$ cat config.mk
export PLATFORM = sky130hd
export DESIGN_NAME = adpcm_voice_scheduler_flat
export DESIGN_NICKNAME = d
export VERILOG_FILES = /design/src/rtl/adpcm_voice_scheduler_if.sv /design/src/rtl/adpcm_voice_scheduler.sv /design/src/flat_wrapper.sv
export SDC_FILE = /design/constraint.sdc
export NUM_CORES = 1
export LEC_CHECK = 0
export ABC_AREA = 1
export BUFFER_PORTS_ARGS = -buffer_cell sky130_fd_sc_hd__buf_2
export CORE_ASPECT_RATIO = 1.75
export CORE_MARGIN = 4
export CORE_UTILIZATION = 30
export DETAILED_ROUTE_END_ITERATION = 12
export MAX_ROUTING_LAYER = met4
export SYNTH_ARGS = -nofsm -noshare
export SYNTH_HDL_FRONTEND = slang
export SYNTH_SLANG_ARGS = --single-unit
export TNS_END_PERCENT = 30
$ cat constraint.sdc
create_clock -name clock -period 13.3 [get_ports clock]
set_input_delay 2.66 -clock clock [delete_from_list [all_inputs] [get_ports clock]]
set_output_delay 2.66 -clock clock [all_outputs]
set_load 0.1 [all_outputs]
$ cat src/rtl/adpcm_voice_scheduler_if.sv
// Bus bundle for adpcm_voice_scheduler: command port, sample-ROM port, decode datapath and mix output.
// Defining ADPCM_SCHED_VOLUME_EN adds the per-voice volume field io_cmd_vol to the command port.
interface adpcm_voice_scheduler_if #(
  parameter int ADDR_WIDTH = 18
);
  logic                  io_cmd_valid;
  logic                  io_cmd_ready;
  logic [2:0]            io_cmd_voice;
  logic                  io_cmd_stop;
  logic [ADDR_WIDTH-1:0] io_cmd_start;
  logic [ADDR_WIDTH-1:0] io_cmd_end;
`ifdef ADPCM_SCHED_VOLUME_EN
  logic [3:0]            io_cmd_vol;
`endif
  logic                  io_tick;
  logic                  io_rom_rd;
  logic [ADDR_WIDTH-1:0] io_rom_addr;
  logic [7:0]            io_rom_data;
  logic                  io_rom_valid;
  logic [3:0]            io_dec_data;
  logic [16:0]           io_dec_in_step;
  logic [16:0]           io_dec_in_sample;
  logic [16:0]           io_dec_out_step;
  logic [16:0]           io_dec_out_sample;
  logic [15:0]           io_audio;
  logic                  io_audio_valid;
  logic                  io_busy;
  logic                  io_overrun;

  // Scheduler side.
  modport slave (
`ifdef ADPCM_SCHED_VOLUME_EN
    input  io_cmd_vol,
`endif
    input  io_cmd_valid, io_cmd_voice, io_cmd_stop, io_cmd_start, io_cmd_end,
    input  io_tick, io_rom_data, io_rom_valid, io_dec_out_step, io_dec_out_sample,
    output io_cmd_ready, io_rom_rd, io_rom_addr, io_dec_data, io_dec_in_step,
    output io_dec_in_sample, io_audio, io_audio_valid, io_busy, io_overrun
  );

  // Environment side: CPU command file, ROM arbiter, decode datapath, mixer.
  modport master (
`ifdef ADPCM_SCHED_VOLUME_EN
    output io_cmd_vol,
`endif
    output io_cmd_valid, io_cmd_voice, io_cmd_stop, io_cmd_start, io_cmd_end,
    output io_tick, io_rom_data, io_rom_valid, io_dec_out_step, io_dec_out_sample,
    input  io_cmd_ready, io_rom_rd, io_rom_addr, io_dec_data, io_dec_in_step,
    input  io_dec_in_sample, io_audio, io_audio_valid, io_busy, io_overrun
  );
endinterface

$ cat src/rtl/adpcm_voice_scheduler.sv
// Shares one ADPCM decode datapath across VOICES channels per sample tick, then emits a saturated mix.
// Optional ADPCM_SCHED_VOLUME_EN: per-voice arithmetic-shift volume latched on start.
module adpcm_voice_scheduler #(
  parameter int VOICES     = 4,
  parameter int ADDR_WIDTH = 18
) (
  input  logic                    clock,
  input  logic                    reset,
  adpcm_voice_scheduler_if.slave  bus
);
  localparam int VW = (VOICES > 1) ? $clog2(VOICES) : 1;

  typedef enum logic [2:0] {IDLE, SCAN, FETCH, DECODE, NEXT, MIX} state_t;

  state_t                 state, state_nxt;
  logic [VW-1:0]          v;
  logic [VOICES-1:0]      active;
  logic [VOICES-1:0]      phase;
  logic [VOICES-1:0]      pass_mask;
  logic [ADDR_WIDTH-1:0]  addr     [VOICES];
  logic [ADDR_WIDTH-1:0]  end_addr [VOICES];
  logic [7:0]             byte_buf [VOICES];
  logic [16:0]            step     [VOICES];
  logic signed [16:0]     sample   [VOICES];
`ifdef ADPCM_SCHED_VOLUME_EN
  logic [3:0]             vol      [VOICES];
`endif
  logic                   cmd_fire, cmd_hit;
  logic [VW-1:0]          cmd_idx;
  logic signed [19:0]     mix_sum;
  logic [15:0]            mix_sat;

  assign cmd_fire = bus.io_cmd_valid && (state == IDLE);
  assign cmd_hit  = (int'(bus.io_cmd_voice) < VOICES);
  assign cmd_idx  = bus.io_cmd_voice[VW-1:0];

  assign bus.io_cmd_ready = (state == IDLE);
  assign bus.io_busy      = (state != IDLE);
  assign bus.io_rom_rd    = (state == FETCH);
  assign bus.io_rom_addr  = (state == FETCH) ? addr[v] : '0;

  always_comb begin
    state_nxt = state;
    unique case (state)
      IDLE:    if (bus.io_tick) state_nxt = SCAN;
      SCAN:    if (!active[v]) state_nxt = NEXT;
               else if (!phase[v]) state_nxt = FETCH;
               else state_nxt = DECODE;
      FETCH:   if (bus.io_rom_valid) state_nxt = DECODE;
      DECODE:  state_nxt = NEXT;
      NEXT:    state_nxt = (v == VW'(VOICES - 1)) ? MIX : SCAN;
      MIX:     state_nxt = IDLE;
      default: state_nxt = IDLE;
    endcase
  end

  always_comb begin
    bus.io_dec_data      = '0;
    bus.io_dec_in_step   = '0;
    bus.io_dec_in_sample = '0;
    if (state == DECODE) begin
      bus.io_dec_data      = phase[v] ? byte_buf[v][3:0] : byte_buf[v][7:4];
      bus.io_dec_in_step   = step[v];
      bus.io_dec_in_sample = sample[v];
    end
  end

  // Only voices active when the pass began are mixed, so a voice finishing mid-pass still counts once.
  always_comb begin
    mix_sum = '0;
    for (int i = 0; i < VOICES; i++) begin
      if (pass_mask[i]) begin
`ifdef ADPCM_SCHED_VOLUME_EN
        mix_sum = mix_sum + 20'(sample[i] >>> vol[i]);
`else
        mix_sum = mix_sum + 20'(sample[i]);
`endif
      end
    end
    if (mix_sum > 20'sd32767)       mix_sat = 16'h7fff;
    else if (mix_sum < -20'sd32768) mix_sat = 16'h8000;
    else                            mix_sat = mix_sum[15:0];
  end

  always_ff @(posedge clock or negedge reset) begin
    if (!reset) begin
      state              <= IDLE;
      v                  <= '0;
      pass_mask          <= '0;
      bus.io_audio       <= '0;
      bus.io_audio_valid <= 1'b0;
      bus.io_overrun     <= 1'b0;
    end else begin
      state              <= state_nxt;
      bus.io_audio_valid <= 1'b0;
      if (state != IDLE && bus.io_tick) bus.io_overrun <= 1'b1;
      // Voice 0 cannot change before its own SCAN, so this snapshot equals the pass-start state.
      if (state == SCAN && v == '0) pass_mask <= active;
      if (state == IDLE) v <= '0;
      if (state == NEXT) v <= (v == VW'(VOICES - 1)) ? '0 : v + VW'(1);
      if (state == MIX) begin
        bus.io_audio       <= mix_sat;
        bus.io_audio_valid <= 1'b1;
      end
    end
  end

  always_ff @(posedge clock or negedge reset) begin
    if (!reset) begin
      active <= '0;
      phase  <= '0;
      for (int i = 0; i < VOICES; i++) begin
        addr[i]     <= '0;
        end_addr[i] <= '0;
        byte_buf[i] <= '0;
        step[i]     <= 17'd127;
        sample[i]   <= '0;
`ifdef ADPCM_SCHED_VOLUME_EN
        vol[i]      <= '0;
`endif
      end
    end else begin
      if (cmd_fire && cmd_hit) begin
        if (bus.io_cmd_stop) begin
          active[cmd_idx] <= 1'b0;
          sample[cmd_idx] <= '0;
        end else begin
          active[cmd_idx]   <= 1'b1;
          addr[cmd_idx]     <= bus.io_cmd_start;
          end_addr[cmd_idx] <= bus.io_cmd_end;
          phase[cmd_idx]    <= 1'b0;
          step[cmd_idx]     <= 17'd127;
          sample[cmd_idx]   <= '0;
`ifdef ADPCM_SCHED_VOLUME_EN
          vol[cmd_idx]      <= bus.io_cmd_vol;
`endif
        end
      end
      if (state == FETCH && bus.io_rom_valid) byte_buf[v] <= bus.io_rom_data;
      if (state == DECODE) begin
        step[v]   <= bus.io_dec_out_step;
        sample[v] <= bus.io_dec_out_sample;
        phase[v]  <= ~phase[v];
        if (phase[v]) begin
          addr[v] <= addr[v] + ADDR_WIDTH'(1);
          if (addr[v] == end_addr[v]) active[v] <= 1'b0;
        end
      end
    end
  end
endmodule

$ cat src/flat_wrapper.sv
// flat-port wrapper written by rule: the top's interface ports become plain ports
module adpcm_voice_scheduler_flat 
#(
  parameter int VOICES     = 4,
  parameter int ADDR_WIDTH = 18
)
  (clock, reset, bus_io_cmd_valid, bus_io_cmd_voice, bus_io_cmd_stop, bus_io_cmd_start, bus_io_cmd_end, bus_io_tick, bus_io_rom_data, bus_io_rom_valid, bus_io_dec_out_step, bus_io_dec_out_sample, bus_io_cmd_ready, bus_io_rom_rd, bus_io_rom_addr, bus_io_dec_data, bus_io_dec_in_step, bus_io_dec_in_sample, bus_io_audio, bus_io_audio_valid, bus_io_busy, bus_io_overrun);
  adpcm_voice_scheduler_if #(.ADDR_WIDTH(ADDR_WIDTH)) bus_i ();
  input  logic clock;
  input  logic reset;
  input wire logic [$bits(bus_i.io_cmd_valid)-1:0] bus_io_cmd_valid;
  input wire logic [$bits(bus_i.io_cmd_voice)-1:0] bus_io_cmd_voice;
  input wire logic [$bits(bus_i.io_cmd_stop)-1:0] bus_io_cmd_stop;
  input wire logic [$bits(bus_i.io_cmd_start)-1:0] bus_io_cmd_start;
  input wire logic [$bits(bus_i.io_cmd_end)-1:0] bus_io_cmd_end;
  input wire logic [$bits(bus_i.io_tick)-1:0] bus_io_tick;
  input wire logic [$bits(bus_i.io_rom_data)-1:0] bus_io_rom_data;
  input wire logic [$bits(bus_i.io_rom_valid)-1:0] bus_io_rom_valid;
  input wire logic [$bits(bus_i.io_dec_out_step)-1:0] bus_io_dec_out_step;
  input wire logic [$bits(bus_i.io_dec_out_sample)-1:0] bus_io_dec_out_sample;
  output wire logic [$bits(bus_i.io_cmd_ready)-1:0] bus_io_cmd_ready;
  output wire logic [$bits(bus_i.io_rom_rd)-1:0] bus_io_rom_rd;
  output wire logic [$bits(bus_i.io_rom_addr)-1:0] bus_io_rom_addr;
  output wire logic [$bits(bus_i.io_dec_data)-1:0] bus_io_dec_data;
  output wire logic [$bits(bus_i.io_dec_in_step)-1:0] bus_io_dec_in_step;
  output wire logic [$bits(bus_i.io_dec_in_sample)-1:0] bus_io_dec_in_sample;
  output wire logic [$bits(bus_i.io_audio)-1:0] bus_io_audio;
  output wire logic [$bits(bus_i.io_audio_valid)-1:0] bus_io_audio_valid;
  output wire logic [$bits(bus_i.io_busy)-1:0] bus_io_busy;
  output wire logic [$bits(bus_i.io_overrun)-1:0] bus_io_overrun;
  assign bus_i.io_cmd_valid = bus_io_cmd_valid;
  assign bus_i.io_cmd_voice = bus_io_cmd_voice;
  assign bus_i.io_cmd_stop = bus_io_cmd_stop;
  assign bus_i.io_cmd_start = bus_io_cmd_start;
  assign bus_i.io_cmd_end = bus_io_cmd_end;
  assign bus_i.io_tick = bus_io_tick;
  assign bus_i.io_rom_data = bus_io_rom_data;
  assign bus_i.io_rom_valid = bus_io_rom_valid;
  assign bus_i.io_dec_out_step = bus_io_dec_out_step;
  assign bus_i.io_dec_out_sample = bus_io_dec_out_sample;
  assign bus_io_cmd_ready = bus_i.io_cmd_ready;
  assign bus_io_rom_rd = bus_i.io_rom_rd;
  assign bus_io_rom_addr = bus_i.io_rom_addr;
  assign bus_io_dec_data = bus_i.io_dec_data;
  assign bus_io_dec_in_step = bus_i.io_dec_in_step;
  assign bus_io_dec_in_sample = bus_i.io_dec_in_sample;
  assign bus_io_audio = bus_i.io_audio;
  assign bus_io_audio_valid = bus_i.io_audio_valid;
  assign bus_io_busy = bus_i.io_busy;
  assign bus_io_overrun = bus_i.io_overrun;
  adpcm_voice_scheduler #(.VOICES(VOICES), .ADDR_WIDTH(ADDR_WIDTH)) u_core (.clock(clock), .reset(reset), .bus(bus_i));
endmodule
==> flow_summary.yaml, run 1 <==
timing:
  timing.final.crit_share_pct: 52.7
  slew_violations: 0
  holdWs_ns: 0.463
  min_period_ns: 7.00
  tightestPinTransition_ns: 1.31
  finalHoldViolations: 0
  fin_setup_tns_ns: 0
  finalClockSkew_ns: 0.0370
  setup_ws_ns: 6.30
  setup_viol: 0
  fmax_mhz: 143
  rsz0062_at_grt: "false"
  slew-limit-headroom_pct: 12.6
synthesis:
  synth_area_per_cell_sq_um: 7.46
  syn_area_sq_um: 20700
  synth_top_area_cell: "dfrtp_1"
  syn_nets: 2926
  yosys.cell_types.count: 55
  ys_ff_latch: 347
  synth.area.top_cells: "dfrtp_1 (39%), o21ai_0 (11%), nand2_1 (8.7%)"
  syn_inst: 2776
  synth_top_area_share_pct: 38.5
  yosysWarnings: 0
  ys_seq_area_share_pct: 42.1
detailed_routing:
  routedWlPerCell_um: 18.9
  firstDrtPassIters: 5
  vias: 19500
  via_per_inst: 5.14
  first_iter_violations: 1456
  ant_nets: 0
  drc: 0
  drt_wl_total_um: 71600
clocking:
  numCtsBuffers: 38
  cts-hold-fix-buffers: 0
  path_clk_slew_ns: 0.06
  cts.path.max_buffers: 3
  post_cts_buffers: 0
  h-tree-depth: 2
  cts-root-buf: "clkbuf_16"
  ctsResizeCount: 0
  cts_tree: "done"
  cts_sinks: 347
  clk_latency_ns: 0.58
die:
  die-area_sq_um: 73500
  die_w_um: 207
  die_h_um: 356
  rows: 127
  initial_core_util_pct: 30.2
  io_pins: 164
  core_area_sq_um: 68500
placement:
  hpwl_um: 49100
  io_buffer_count: 163
  place_ws_ns: 6.85
  routabilityCongestion: 0.933
  dp.cells: 3712
power:
  swShare_pct: 48.1
  power_leakage_nw: 11.4
  vdd_drop_max_mv: 0.116
  p_seq_share_pct: 29.4
  power_density_nw_per_um2: 267
  finalPower_mw: 6.31
  power_switching_mw: 3.03
  p_clk_share_pct: 18.5
  p_comb_share_pct: 52.0
  p_int_mw: 3.28
global_routing:
  grt_max_degree: 157
  grt.total_usage_pct: 19.6
  grt_pass1_vias: 19100
  overflow: 0
  grt_pass1_wl_um: 110000
  grt_antenna_before_repair: 7
setup_path:
  r2r_slack_ns: 6.94
  cp-start-kind: "flip-flop"
  path_max_fanout: 86
  end_kind: "output pin"
  r2r-start: "u_core.pass_mask[0]"
  r2r_cells: 36
  path_class: "reg -> out"
  critPathArrivalTime_ns: 4.34
  worstPathRequired_ns: 10.64
  cp-startpoint: "u_core.v[0]"
  crit_end: "bus_io_rom_addr[0]"
  r2r-end: "u_core.bus.io_audio[4]"
final_layout:
  final_common_cell: "nand2_1"
  area_growth_pct: 13.9
  drive_gt1_share_pct: 12.4
  final_cell_mix: "nand2_1 (479), o21ai_0 (437), nor2_1 (319), dfrtp_1 (317), inv_1 (249)"
  fin_cells: 3785
  nets: 2999
hold_path:
  hold_start: "u_core.bus.io_overrun"
  hp-class: "reg -> reg"
job:
  drv_cap: 0
status:
  outcome: "finished, final reports clean"
-- kinds of logic after synthesis --
| logic type | Yosys count | share of synthesized area [%] |
|---|---|---|
| and+or+nand+nor | 1076 | 21.8 |
| buffers and inverters | 423 | 8.22 |
| AOI/OAI and AO/OA | 808 | 21.5 |
| DFF | 347 | 42.1 |
| adders and majority gates | 63 | 3.91 |
| muxes | 2 | 0.103 |
| xor gates and xnor gates | 57 | 2.45 |
-- Yosys cell counts, drive strengths merged --
library cell  count
o21ai           452
or2              23
a21boi            4
dfrtp           319
and3              1
clkinv            3
buf              39
nand2           488
o31ai             3
o21bai            8
a21oi           205
ha               60
clkbuf          118
nand3           186
a31oi            29
a41oi             1
nand3b            3
a32oi            15
o211ai           10
xnor2            17
o22ai            36
mux2i             1
o21a              2
a32o              2
nor2            332
xor2             40
and2              5
mux2              1
a21o              7
a22oi            33
inv             263
nand4            14
fa                3
dfstp            28
nor3             20
o221ai            1
nor4              4
-- worst min-delay path by stage --
stage,endpoint,slack (ns),depth (start not counted)
6_report,u_core.bus.io_overrun,0.46,1
5_1_grt,u_core.bus.io_overrun,0.48,1
3_5_place_dp,u_core.bus.io_overrun,0.45,1
2_1_floorplan,u_core.byte_buf[10],0.45,2
3_3_place_gp,u_core.bus.io_overrun,0.43,1
4_1_cts,u_core.bus.io_overrun,0.46,1
-- registers in the layout, indices dropped and copies added, names as in the netlist, 16 cells and up --
name and flops:
u_core.addr 72, u_core.byte_buf 32, u_core.sample 68, u_core.step 68, u_core.end_addr 72, u_core.bus.io_audio 16
-- worst max-delay path: stages (launching register included) --
cell,delay [ns]
dfrtp_4,0.59
buf_4,0.82
buf_4,0.80
nand2_1,0.21
a32oi_4,0.51
inv_1,0.16
nor2_1,0.13
buf_2,0.45
-- routing by layer --
metal	track usage, %	part of all wire (%)	vias up
li1	-	-	9411
met1	22.8	39	9264
met2	34.2	51	636
met3	2.13	5.3	158
met4	8.06	4.5	0
met5	-	0	-
-- power by group through the flow --
stage	Clock, mW	Combinational (mW)	Sequential, mW
detailed placement	0	3.27	1.87
CTS	1.20	3.29	1.85
floorplan	0	2.40	1.92
global route	1.24	3.67	1.91
finish	1.17	3.28	1.86
global placement	0	3.25	1.86
-- stage by stage --
stage	instance area, sq um	util (%)
3_5_place_dp	22200	32.4
6_report	23600	34.4
2_1_floorplan	20700	-
5_1_grt	23600	34.4
4_1_cts	23600	34.4
3_3_place_gp	22200	32.4
-- cell type report --
class	count	area [sq um]
clock buffers	54	1090
repair buffers	190	1040
diodes	3	7.51
multi-input cells	2006	10300
clock inverters	16	282
inverters	266	1000
flip-flops and latches	347	8720
fillers	7378	44900
well taps	903	1130
(Power assumes the default switching activity.)
==> run 2: changes to the inputs <==
Settings changed: ABC_AREA 1 to 0.
Clock period 13.3 ns to 6.9 ns, I/O delays scaled along.
==> run 2 against run 1 <==
Combinational power is 130% higher. Core utilization is 0.75 points higher. First-iteration DRC count is 10% lower. Highest routed layer unchanged. Sequential cell count stayed put. Clock power is 77% higher. Global-route usage is 1.1 points lower. Clock skew is 0.00077 ns lower.
==> flow_summary.yaml, run 2 <==
status:
  outcome: "finished, final reports clean"
synthesis:
  synthFlopType: "dfrtp_1"
  syn_inst: 2035
  synth_area_per_cell_sq_um: 10.1
  syn_nets: 2185
  netlist_top_cells_count: "nand2_1 (402), dfrtp_1 (319), o21ai_0 (224), mux2_2 (164), clkbuf_1 (91)"
  ys_seq_area_share_pct: 42.5
  ys_ff_latch: 347
  yosysWarnings: 0
  yosys.cell_types.count: 80
  synth_edf_count: 0
  async_flop_share_pct: 100
  synth_top_area_cell: "dfrtp_1"
  syn_area_sq_um: 20500
  synth_top_area_share_pct: 38.9
  synth.area.top_cells: "dfrtp_1 (39%), mux2_2 (9.0%), mux4_2 (8.8%)"
  synth.most_common_cell: "nand2_1"
final_layout:
  final_cell_mix: "nand2_1 (401), dfrtp_1 (317), o21ai_0 (222), mux2_2 (164), buf_2 (162)"
  utilization_pct: 35.2
  area_growth_pct: 16.0
  finalInstanceArea_sq_um: 23800
  fillCellCount: 6783
  largestRegisters: "u_core.addr x72, u_core.end_addr x72"
  nets: 2308
  final_common_cell: "nand2_1"
  drive_gt1_share_pct: 27.2
timing:
  min_period_ns: 6.70
  finalHoldViolations: 0
  tightestPinTransition_ns: 1.21
  timing.final.crit_share_pct: 97.1
  setup_viol: 0
  slew-limit-headroom_pct: 19.2
  fmax_mhz: 149
  holdWs_ns: 0.475
  slew_violations: 0
  setup_ws_ns: 0.199
  finalClockSkew_ns: 0.0363
setup_path:
  path_max_fanout: 7
  cp_slowest_cell: "fa_1"
  critPathMaxStageDelay_ns: 0.44
  path_class: "reg -> reg"
  end_kind: "flip-flop"
  cp-start-kind: "flip-flop"
  worstPathRequired_ns: 7.39
  critPathArrivalTime_ns: 7.19
  r2r_cells: 30
placement:
  io_buffer_count: 163
  place_ws_ns: -0.136
  dpl-instance-area_sq_um: 22400
  hpwl_um: 46400
  routabilityCongestion: 0.906
die:
  die-area_sq_um: 72800
  core_area_sq_um: 67600
  rows: 126
  initial_core_util_pct: 30.3
  die_h_um: 354
  io_pins: 164
  die_w_um: 206
detailed_routing:
  ant_nets: 0
  via_per_inst: 5.34
  drc: 0
  first_iter_violations: 1304
  firstDrtPassIters: 5
  routedWlPerCell_um: 21.7
  vias: 16500
  drt_wl_total_um: 67100
global_routing:
  grt_pass1_wl_um: 102000
  overflow: 0
  grt-busiest-layer: "met2"
  grt_pass1_vias: 17200
  use_met3_pct: 3.58
  grt_use_met2_pct: 31.4
  grt.total_usage_pct: 18.5
  grt_max_degree: 117
  grt_antenna_before_repair: 25
  use_met1_pct: 21.2
power:
  finalPower_mw: 13.4
  power_density_nw_per_um2: 563
  power_leakage_nw: 10.5
  vdd_drop_max_mv: 0.330
job:
  drv_cap: 0
clocking:
  cts_sinks: 347
  h-tree-depth: 2
  cts_tree: "done"
  numCtsBuffers: 37
  cts.path.max_buffers: 3
  cts-root-buf: "clkbuf_16"
  clk_latency_ns: 0.57
  path_clk_slew_ns: 0.07
hold_path:
  hold_depth: 1
  hp-class: "reg -> reg"
run 2: worst max-delay path: cells and delay by family, from the launching register on:
kind | cells | cell delay [ns]
AOI/OAI and AO/OA | 13 | 2.60
xor gates and xnor gates | 2 | 0.28
adders and majority gates | 4 | 1.39
buffers and inverters | 2 | 0.37
DFF | 1 | 0.39
muxes | 1 | 0.32
and+or+nand+nor | 8 | 1.25
run 2: per-stage QoR:
step,cells,setup TNS [ns]
3_5_place_dp,3008,-1.62
2_1_floorplan,2035,0
5_1_grt,3095,-0.455
3_3_place_gp,3008,-0.0192
4_1_cts,3075,0
6_report,3097,0
run 2: path summary, 6_finish.rpt:
kind / start / end / slack [ns]
setup / recovery: u_core.sample[51] / u_core.bus.io_audio[9] / 0.20
hold / removal: u_core.bus.io_overrun / u_core.bus.io_overrun / 0.48
setup reg to reg: u_core.sample[51] / u_core.bus.io_audio[9] / 0.20
hold reg to reg: u_core.bus.io_overrun / u_core.bus.io_overrun / 0.48
max in group asynchronous: reset / u_core.step[24] / 4.67
min in group asynchronous: reset / u_core.bus.io_audio[3] / 0.88
run 2: cells by family after synthesis:
family                     synth area share [%]
adders and majority gates                  3.95
buffers and inverters                      3.34
muxes                                      19.8
AOI/OAI and AO/OA                          13.1
DFF                                        42.5
xor gates and xnor gates                   3.37
and+or+nand+nor                            14.0
run 2: where the power goes:
group / switching, mW / internal (mW) / total (mW)
registers: 0.714 / 2.99 / 3.70
logic: 4.58 / 3.06 / 7.64
clock network: 0.879 / 1.19 / 2.07
total: 6.18 / 7.23 / 13.4
run 2: timing repair:
item,CTS,global route
pin swaps,0,5
buffers inserted,0,6
setup endpoints to repair,15,16
gates cloned,0,1
gates resized for setup,2,21
hold buffers,0,0
run 2: area by class of cell:
class                   instances  area, sq um  share of cell area [%]
clock buffers                  52         1050                    4.42
repair buffers                210         1220                    5.13
inverters                      43          161                   0.678
multi-input cells            1519        11300                    47.5
well taps                     896         1120                    4.71
diodes                         15         37.5                   0.158
flip-flops and latches        347         8730                    36.7
clock inverters                15          185                   0.778
run 2: layer usage:
metal	wire [um]	vias to the layer above
met3	4510	173
li1	-	7511
met2	34100	642
met1	25400	8199
met4	2970	0
met5	0	-
